## src/rtl/ram_arbiter.sv

```systemverilog
// ram_arbiter: shares one single-port 8-bit RAM between the CPU bus and a DMA master.
// Each access is sequenced IDLE -> ACCESS -> WAIT -> DONE, and the granted port gets a
// one-cycle ready pulse when the access completes.
// Build macro RAM_ARB_CPU_PRIORITY_EN: when defined, the CPU always wins a tie (fixed
// priority). When undefined (the default), ties alternate round-robin.
module ram_arbiter #(
    parameter int unsigned ADDR_W      = 16,
    parameter int unsigned MEM_LATENCY = 1
) (
    input  logic              clk,
    input  logic              reset_n,
    input  logic              cpu_req,
    input  logic              cpu_we,
    input  logic [ADDR_W-1:0] cpu_addr,
    input  logic [7:0]        cpu_wr_data,
    output logic [7:0]        cpu_rd_data,
    output logic              cpu_ready,
    input  logic              dma_req,
    input  logic              dma_we,
    input  logic [ADDR_W-1:0] dma_addr,
    input  logic [7:0]        dma_wr_data,
    output logic [7:0]        dma_rd_data,
    output logic              dma_ready,
    output logic [ADDR_W-1:0] mem_addr,
    output logic [7:0]        mem_wr_data,
    output logic              mem_wren,
    input  logic [7:0]        mem_rd_data,
    output logic              busy
);

    typedef enum logic [1:0] {StIdle, StAccess, StWait, StDone} state_e;

    state_e            r_state;
    state_e            w_state_next;
    logic [1:0]        r_wait_cnt;
    logic              r_grant_dma;
    logic              r_we;
    logic [ADDR_W-1:0] r_mem_addr;
    logic [7:0]        r_mem_wr_data;
    logic              r_mem_wren;
    logic [7:0]        r_cpu_rd_data;
    logic [7:0]        r_dma_rd_data;
    logic              r_cpu_ready;
    logic              r_dma_ready;
    logic              w_req_any;
    logic              w_grant_dma;

    assign w_req_any = cpu_req | dma_req;

`ifdef RAM_ARB_CPU_PRIORITY_EN
    // Fixed priority: DMA is served only while the CPU is not asking.
    assign w_grant_dma = dma_req & ~cpu_req;
`else
    // 1 = DMA held the last grant; reset to DMA so the CPU wins the first tie.
    logic r_rr_last_dma;

    assign w_grant_dma = dma_req & (~cpu_req | ~r_rr_last_dma);

    // Remember which port was granted last for the round-robin tie-break.
    always_ff @(posedge clk or negedge reset_n) begin
        if (!reset_n) begin
            r_rr_last_dma <= 1'b1;
        end else if (r_state == StIdle && w_req_any) begin
            r_rr_last_dma <= w_grant_dma;
        end
    end
`endif

    // State register.
    always_ff @(posedge clk or negedge reset_n) begin
        if (!reset_n) begin
            r_state <= StIdle;
        end else begin
            r_state <= w_state_next;
        end
    end

    // Next-state logic; DONE always returns to IDLE so requests seen there are ignored.
    always_comb begin
        w_state_next = r_state;
        unique case (r_state)
            StIdle:   if (w_req_any) w_state_next = StAccess;
            StAccess: w_state_next = StWait;
            StWait:   if (r_wait_cnt == 2'd0) w_state_next = StDone;
            StDone:   w_state_next = StIdle;
            default:  w_state_next = StIdle;
        endcase
    end

    // Datapath: latch the granted request, time the RAM latency, return data and ready.
    always_ff @(posedge clk or negedge reset_n) begin
        if (!reset_n) begin
            r_wait_cnt    <= 2'd0;
            r_grant_dma   <= 1'b0;
            r_we          <= 1'b0;
            r_mem_addr    <= '0;
            r_mem_wr_data <= 8'h00;
            r_mem_wren    <= 1'b0;
            r_cpu_rd_data <= 8'h00;
            r_dma_rd_data <= 8'h00;
            r_cpu_ready   <= 1'b0;
            r_dma_ready   <= 1'b0;
        end else begin
            r_cpu_ready <= 1'b0;
            r_dma_ready <= 1'b0;
            unique case (r_state)
                StIdle: begin
                    if (w_req_any) begin
                        r_grant_dma   <= w_grant_dma;
                        r_we          <= w_grant_dma ? dma_we : cpu_we;
                        r_mem_addr    <= w_grant_dma ? dma_addr : cpu_addr;
                        r_mem_wr_data <= w_grant_dma ? dma_wr_data : cpu_wr_data;
                        r_mem_wren    <= w_grant_dma ? dma_we : cpu_we;
                    end
                end
                StAccess: begin
                    // Write enable is exactly one cycle wide.
                    r_mem_wren <= 1'b0;
                    r_wait_cnt <= 2'(MEM_LATENCY - 1);
                end
                StWait: begin
                    if (r_wait_cnt == 2'd0) begin
                        // Writes still pulse ready but leave both rd_data registers alone.
                        if (!r_we) begin
                            if (r_grant_dma) begin
                                r_dma_rd_data <= mem_rd_data;
                            end else begin
                                r_cpu_rd_data <= mem_rd_data;
                            end
                        end
                        r_cpu_ready <= ~r_grant_dma;
                        r_dma_ready <= r_grant_dma;
                    end else begin
                        r_wait_cnt <= r_wait_cnt - 2'd1;
                    end
                end
                StDone: begin
                end
                default: begin
                end
            endcase
        end
    end

    assign mem_addr    = r_mem_addr;
    assign mem_wr_data = r_mem_wr_data;
    assign mem_wren    = r_mem_wren;
    assign cpu_rd_data = r_cpu_rd_data;
    assign dma_rd_data = r_dma_rd_data;
    assign cpu_ready   = r_cpu_ready;
    assign dma_ready   = r_dma_ready;
    assign busy        = (r_state != StIdle);

endmodule
```

## config.mk

```make
export PLATFORM = sky130hd
export DESIGN_NAME = ram_arbiter
export DESIGN_NICKNAME = d
export VERILOG_FILES = /design/src/rtl/ram_arbiter.sv
export SDC_FILE = /design/constraint.sdc
export NUM_CORES = 1
export LEC_CHECK = 0
export ABC_AREA = 1
export CAP_MARGIN = 20
export CORE_MARGIN = 1
export CORE_UTILIZATION = 25
export DETAILED_ROUTE_END_ITERATION = 8
export PLACE_DENSITY_LB_ADDON = 0.08
export SYNTH_ARGS = -nofsm -noshare
export SYNTH_HDL_FRONTEND = slang
export SYNTH_SLANG_ARGS = --single-unit
```

## constraint.sdc

```tcl
create_clock -name clk -period 1.7 [get_ports clk]
set_input_delay 0.51 -clock clk [delete_from_list [all_inputs] [get_ports clk]]
set_output_delay 0.51 -clock clk [all_outputs]
set_load 0.01 [all_outputs]
```

# Word level (Yosys, flattened, before mapping)
# Index checks and enable logic that the tools add are counted.
totals:
  register_bits: 50
  inputBits: 62
  wordCells: 52
op_classes:
  n_addsub: 1
  n_eq_ne: 6
  muxes: 14
  bitwise: 7
  reduce_logical: 12
op_table:
  columns: ["op", "n"]
  rows:
  - ["2-to-1 mux 16 bit", 1]
  - ["2-to-1 mux 8 bit", 1]
  - ["one-hot mux 2 bit (4 select lines)", 1]
  - ["AND reduction 2 bit", 4]
  - ["AND reduction 4 bit", 2]
  - ["2-to-1 mux 1 bit", 6]
  - ["2-to-1 mux 2 bit", 3]
  - ["!= test 2 bit, second input constant", 3]
  - ["nonzero test 2 bit", 3]
  - ["== test 2 bit, second input constant", 2]
  - ["logical NOT 2 bit", 2]
  - ["inverter 1 bit", 4]
  - ["one-hot mux 2 bit (2 select lines)", 1]
  - ["== test 2 x 1 -> 1 bit, second input constant", 1]
  - ["bitwise OR 1 bit", 2]
  - ["one-hot mux 1 bit (2 select lines)", 1]
  - ["subtractor 2 x 1 -> 2 bit, second input constant", 1]
  - ["bitwise AND 1 bit", 1]
  - ["logical AND 1 bit", 1]

# Longest topological paths before layout
depth:
  word_depth: 6
  depth_mapped: 8
  ltp_nobuf: 7

# Worst setup path before layout
# Ideal clock, no wire load.
synth_timing:
  path_type: "register -> output"
  startpoint: "register r_state[0]"
  endpoint: "output busy"
  arrival_ns: 0.830
  required_time_ns: 1.190
  path_slack_ns: 0.360
  stages_incl_launch_ff: 4
  n_path_buf: 0
  path_cell_list: "dfrtp_1 -> inv_1 -> ha_1 -> inv_1"
synth_between:
  elab_chain_len: 1
synth_lines:
  columns: ["element", "line_no", "text"]
  rows:
  - ["start: declaration", "33", "state_e r_state;"]
  - ["start signal: assignment", "72", "r_state <= StIdle;"]
  - ["start signal: assignment", "74", "r_state <= w_state_next;"]
  - ["nonzero test 2 bit", "152", "assign busy = (r_state != StIdle);"]
  - ["end: declaration", "28", "output logic busy"]
# No other way between the ends.

# Worst setup path after layout
# Same ends and word-level chain as after synthesis.

==> impl_metrics.py <==
metrics = {
    "sta": {
        "layout_worst_path_cycle_share": 0.955,
        "slew_violations": 0,
        "finalHoldViolations": 0,
        "slew_headroom": 0.689,
        "rsz0062_at_grt": "no",
        "setup_violations": 0,
        "max_freq_mhz": 616,
        "period_minus_slack_ns": 1.62,
        "setup_ws_ns": 0.0765,
        "fin_worst_skew_ns": 0.0103,
        "worst_pin_slew_ns": 0.466,
    },
    "placement": {
        "post_dp_cell_area_um2": 3720,
        "pre_cts_ws_ns": -0.188,
        "dp.cells": 540,
        "io_buffers": 105,
        "globalplace.congestion": 0.685,
        "dp_hpwl_um": 4530,
    },
    "setup_path": {
        "cpPeakStageDelay_ns": 0.40,
        "cp_slowest_cell": "dfrtp_1",
        "critical_path_required_ns": 1.19,
        "critical_path_class": "flip-flop to output pin",
        "crit_path_cell_trace": "inv_2 -> ha_2 -> inv_1 -> buf_2",
        "worstPathMaxFanout": 2,
        "endpoint_kind": "output pin",
        "reg2reg_slack_ns": 0.23,
        "worst_setup_path_start_kind": "flip-flop",
        "critPathArrivalTime_ns": 1.11,
    },
    "synth": {
        "synth_top_cell_area_share": 0.493,
        "netlist_top_cells_area": "dfrtp_1 49%, nand2_1 24%, nand2_2 5.3%, ha_1 3.0%, o21ai_2 2.8%",
        "ys_ff_latch": 50,
        "yosysUniqueCellTypes": 22,
        "yosys.area.top_type": "dfrtp_1",
        "netlist_area_um2": 2490,
        "yosys_most_used_dff": "dfrtp_1",
        "yosys-top-cells-count": "157 x nand2_1, 49 x dfrtp_1, 21 x nand2_2, 18 x inv_1, 9 x o21ai_0",
        "async_flop_share": 1.00,
        "synthCells": 300,
        "synth.most_common_cell": "nand2_1",
        "syn-num-nets": 368,
        "syn_area_per_cell_um2": 8.29,
        "synth_edf_count": 0,
        "seq_area_frac_synth": 0.504,
        "yosysWarningCount": 0,
    },
    "grt": {
        "grt_pass1_wl_um": 10100,
        "grt_max_degree": 51,
        "grt_pass1_vias": 2067,
        "antenna_found_initial": 0,
        "grt_overflow": 0,
        "groute.usage.overall": 0.127,
    },
    "cts": {
        "cts_htree_levels": 2,
        "cts_buffers": 5,
        "cts_tree": "done",
        "cts_num_sinks": 50,
        "root_buffer": "clkbuf_8",
        "cts.clk_slew.worst_paths_ns": 0.09,
        "insertion_delay_ns": 0.30,
        "clk_path_buf_depth": 2,
        "postCtsSetupRepairBufs": 0,
    },
    "pwr": {
        "p_int_uw": 3650,
        "combPwrFrac": 0.476,
        "p_per_area_nw_per_um2": 1530,
        "max-vdd-ir-drop_v": 0.000484,
        "seqPwrFrac": 0.348,
        "leakagePower_uw": 0.00199,
        "switching_share": 0.374,
        "clock_power_share": 0.176,
        "switchingPower_uw": 2180,
    },
    "finish": {
        "finalNonFillerCells": 548,
        "finish.instance_area_um2": 3810,
        "syn2layout_area_growth_pct": 53.2,
        "nets": 482,
        "drive_gt1_frac": 0.152,
        "antenna_cells": 0,
    },
    "route": {
        "initialDrtViolationCount": 71,
        "wire_per_inst_um": 11.6,
        "ant_nets": 0,
        "vias": 2155,
        "wirelength_um": 6370,
        "viasPerCell": 3.93,
        "drt_first_pass_iters": 5,
        "drc": 0,
    },
    "floorplan": {
        "die_w_um": 102,
        "start_util": 0.257,
        "die-area_um2": 10300,
        "die_h_um": 102,
        "ioPinCount": 106,
        "rows": 36,
        "core-area_um2": 9680,
    },
    "hold_path": {
        "min_path_type": "input port to async pin",
    },
    "status": {
        "status": "finished, final reports clean",
    },
    "run": {
        "maxCapViolations": 0,
    },
}
## through the flow
step	total power (uW)	setup TNS, ns	utilization	hold WS [ns]
2_1_floorplan	3660	0	-	0.214
5_1_grt	6360	0	0.393	0.201
3_5_place_dp	5270	-4.40	0.384	0.432
4_1_cts	5980	0	0.393	0.197
6_report	5840	0	0.393	0.189
3_3_place_gp	5250	-3.36	0.384	0.447
## path summary, 6_finish.rpt
kind,from,depth (start not counted),to
setup / recovery,r_state[0]$_DFFE_PN0P_,4,busy
hold reg to reg,r_grant_dma$_DFFE_PN0P_,1,cpu_ready$_DFF_PN0_
max in group asynchronous,reset_n,2,r_rr_last_dma$_DFFE_PN1P_
min in group clk,r_grant_dma$_DFFE_PN0P_,1,cpu_ready$_DFF_PN0_
hold / removal,reset_n,2,mem_wr_data[1]$_DFFE_PN0P_
setup reg to reg,r_state[0]$_DFFE_PN0P_,6,r_state[0]$_DFFE_PN0P_
## cell type report
| class | count | area (um^2) |
|---|---|---|
| clock buffer | 6 | 82.6 |
| clock inverter | 2 | 60.1 |
| fill | 1007 | 5880 |
| inverter | 20 | 80.1 |
| multi-input combinational | 220 | 1050 |
| sequential | 50 | 1250 |
| tap | 133 | 166 |
| timing repair buffer | 117 | 1110 |
## power by group through the flow
| stage | sequential (uW) | clock [uW] | combinational (uW) |
|---|---|---|---|
| 5_1_grt | 2110 | 1120 | 3130 |
| 3_3_place_gp | 2070 | 0 | 3180 |
| 3_5_place_dp | 2070 | 0 | 3200 |
| 4_1_cts | 2040 | 1070 | 2870 |
| 6_report | 2030 | 1030 | 2780 |
| 2_1_floorplan | 2280 | 0 | 1380 |
## placed cells by master (no fill, tap or decap), drive strengths merged
master	Yosys	layout
buf	10	14
bufinv	0	2
clkbuf	0	6
clkdlybuf4s50	0	60
dfrtp	49	49
dfstp	1	1
dlygate4sd2	0	43
ha	6	6
inv	20	20
nand2	180	180
nand3	3	3
nand4	1	1
nor2	4	4
o21ai	25	25
or2	1	1
## kinds of logic (layout without fill, tap and decap cells)
family | after synthesis | after routing | synth area share
compound gates | 25 | 25 | 0.0669
fa+ha+maj | 6 | 6 | 0.0302
buf+inv | 30 | 145 | 0.0740
flops | 50 | 50 | 0.504
simple gates | 189 | 189 | 0.325
## worst max-delay path: cells and delay by family, from the launching register on
kind,cells,cell delay [ns]
buf+inv,3,0.25
flops,1,0.40
fa+ha+maj,1,0.17
## registers in the layout, indices dropped and copies added (netlist names)
signal / count
cpu_rd_data: 8
mem_addr: 16
r_wait_cnt: 2
r_grant_dma: 1
r_state: 2
cpu_ready: 1
mem_wr_data: 8
r_we: 1
dma_rd_data: 8
dma_ready: 1
mem_wren: 1
r_rr_last_dma: 1
## per-layer routing
layer  GRT usage  share of wire  vias up
li1            -              -     1135
met1       0.157           0.44      956
met2       0.212           0.47       62
met3      0.0414          0.083        2
met4      0.0334         0.0057        0
met5           0              0        -
## repair_timing
item                       CTS  global route
hold buffers                 0             0
pin swaps                    1             1
gates cloned                 0             0
resized for setup           49             1
setup endpoints to repair   44             1
Power figures use the tool's default switching activity.
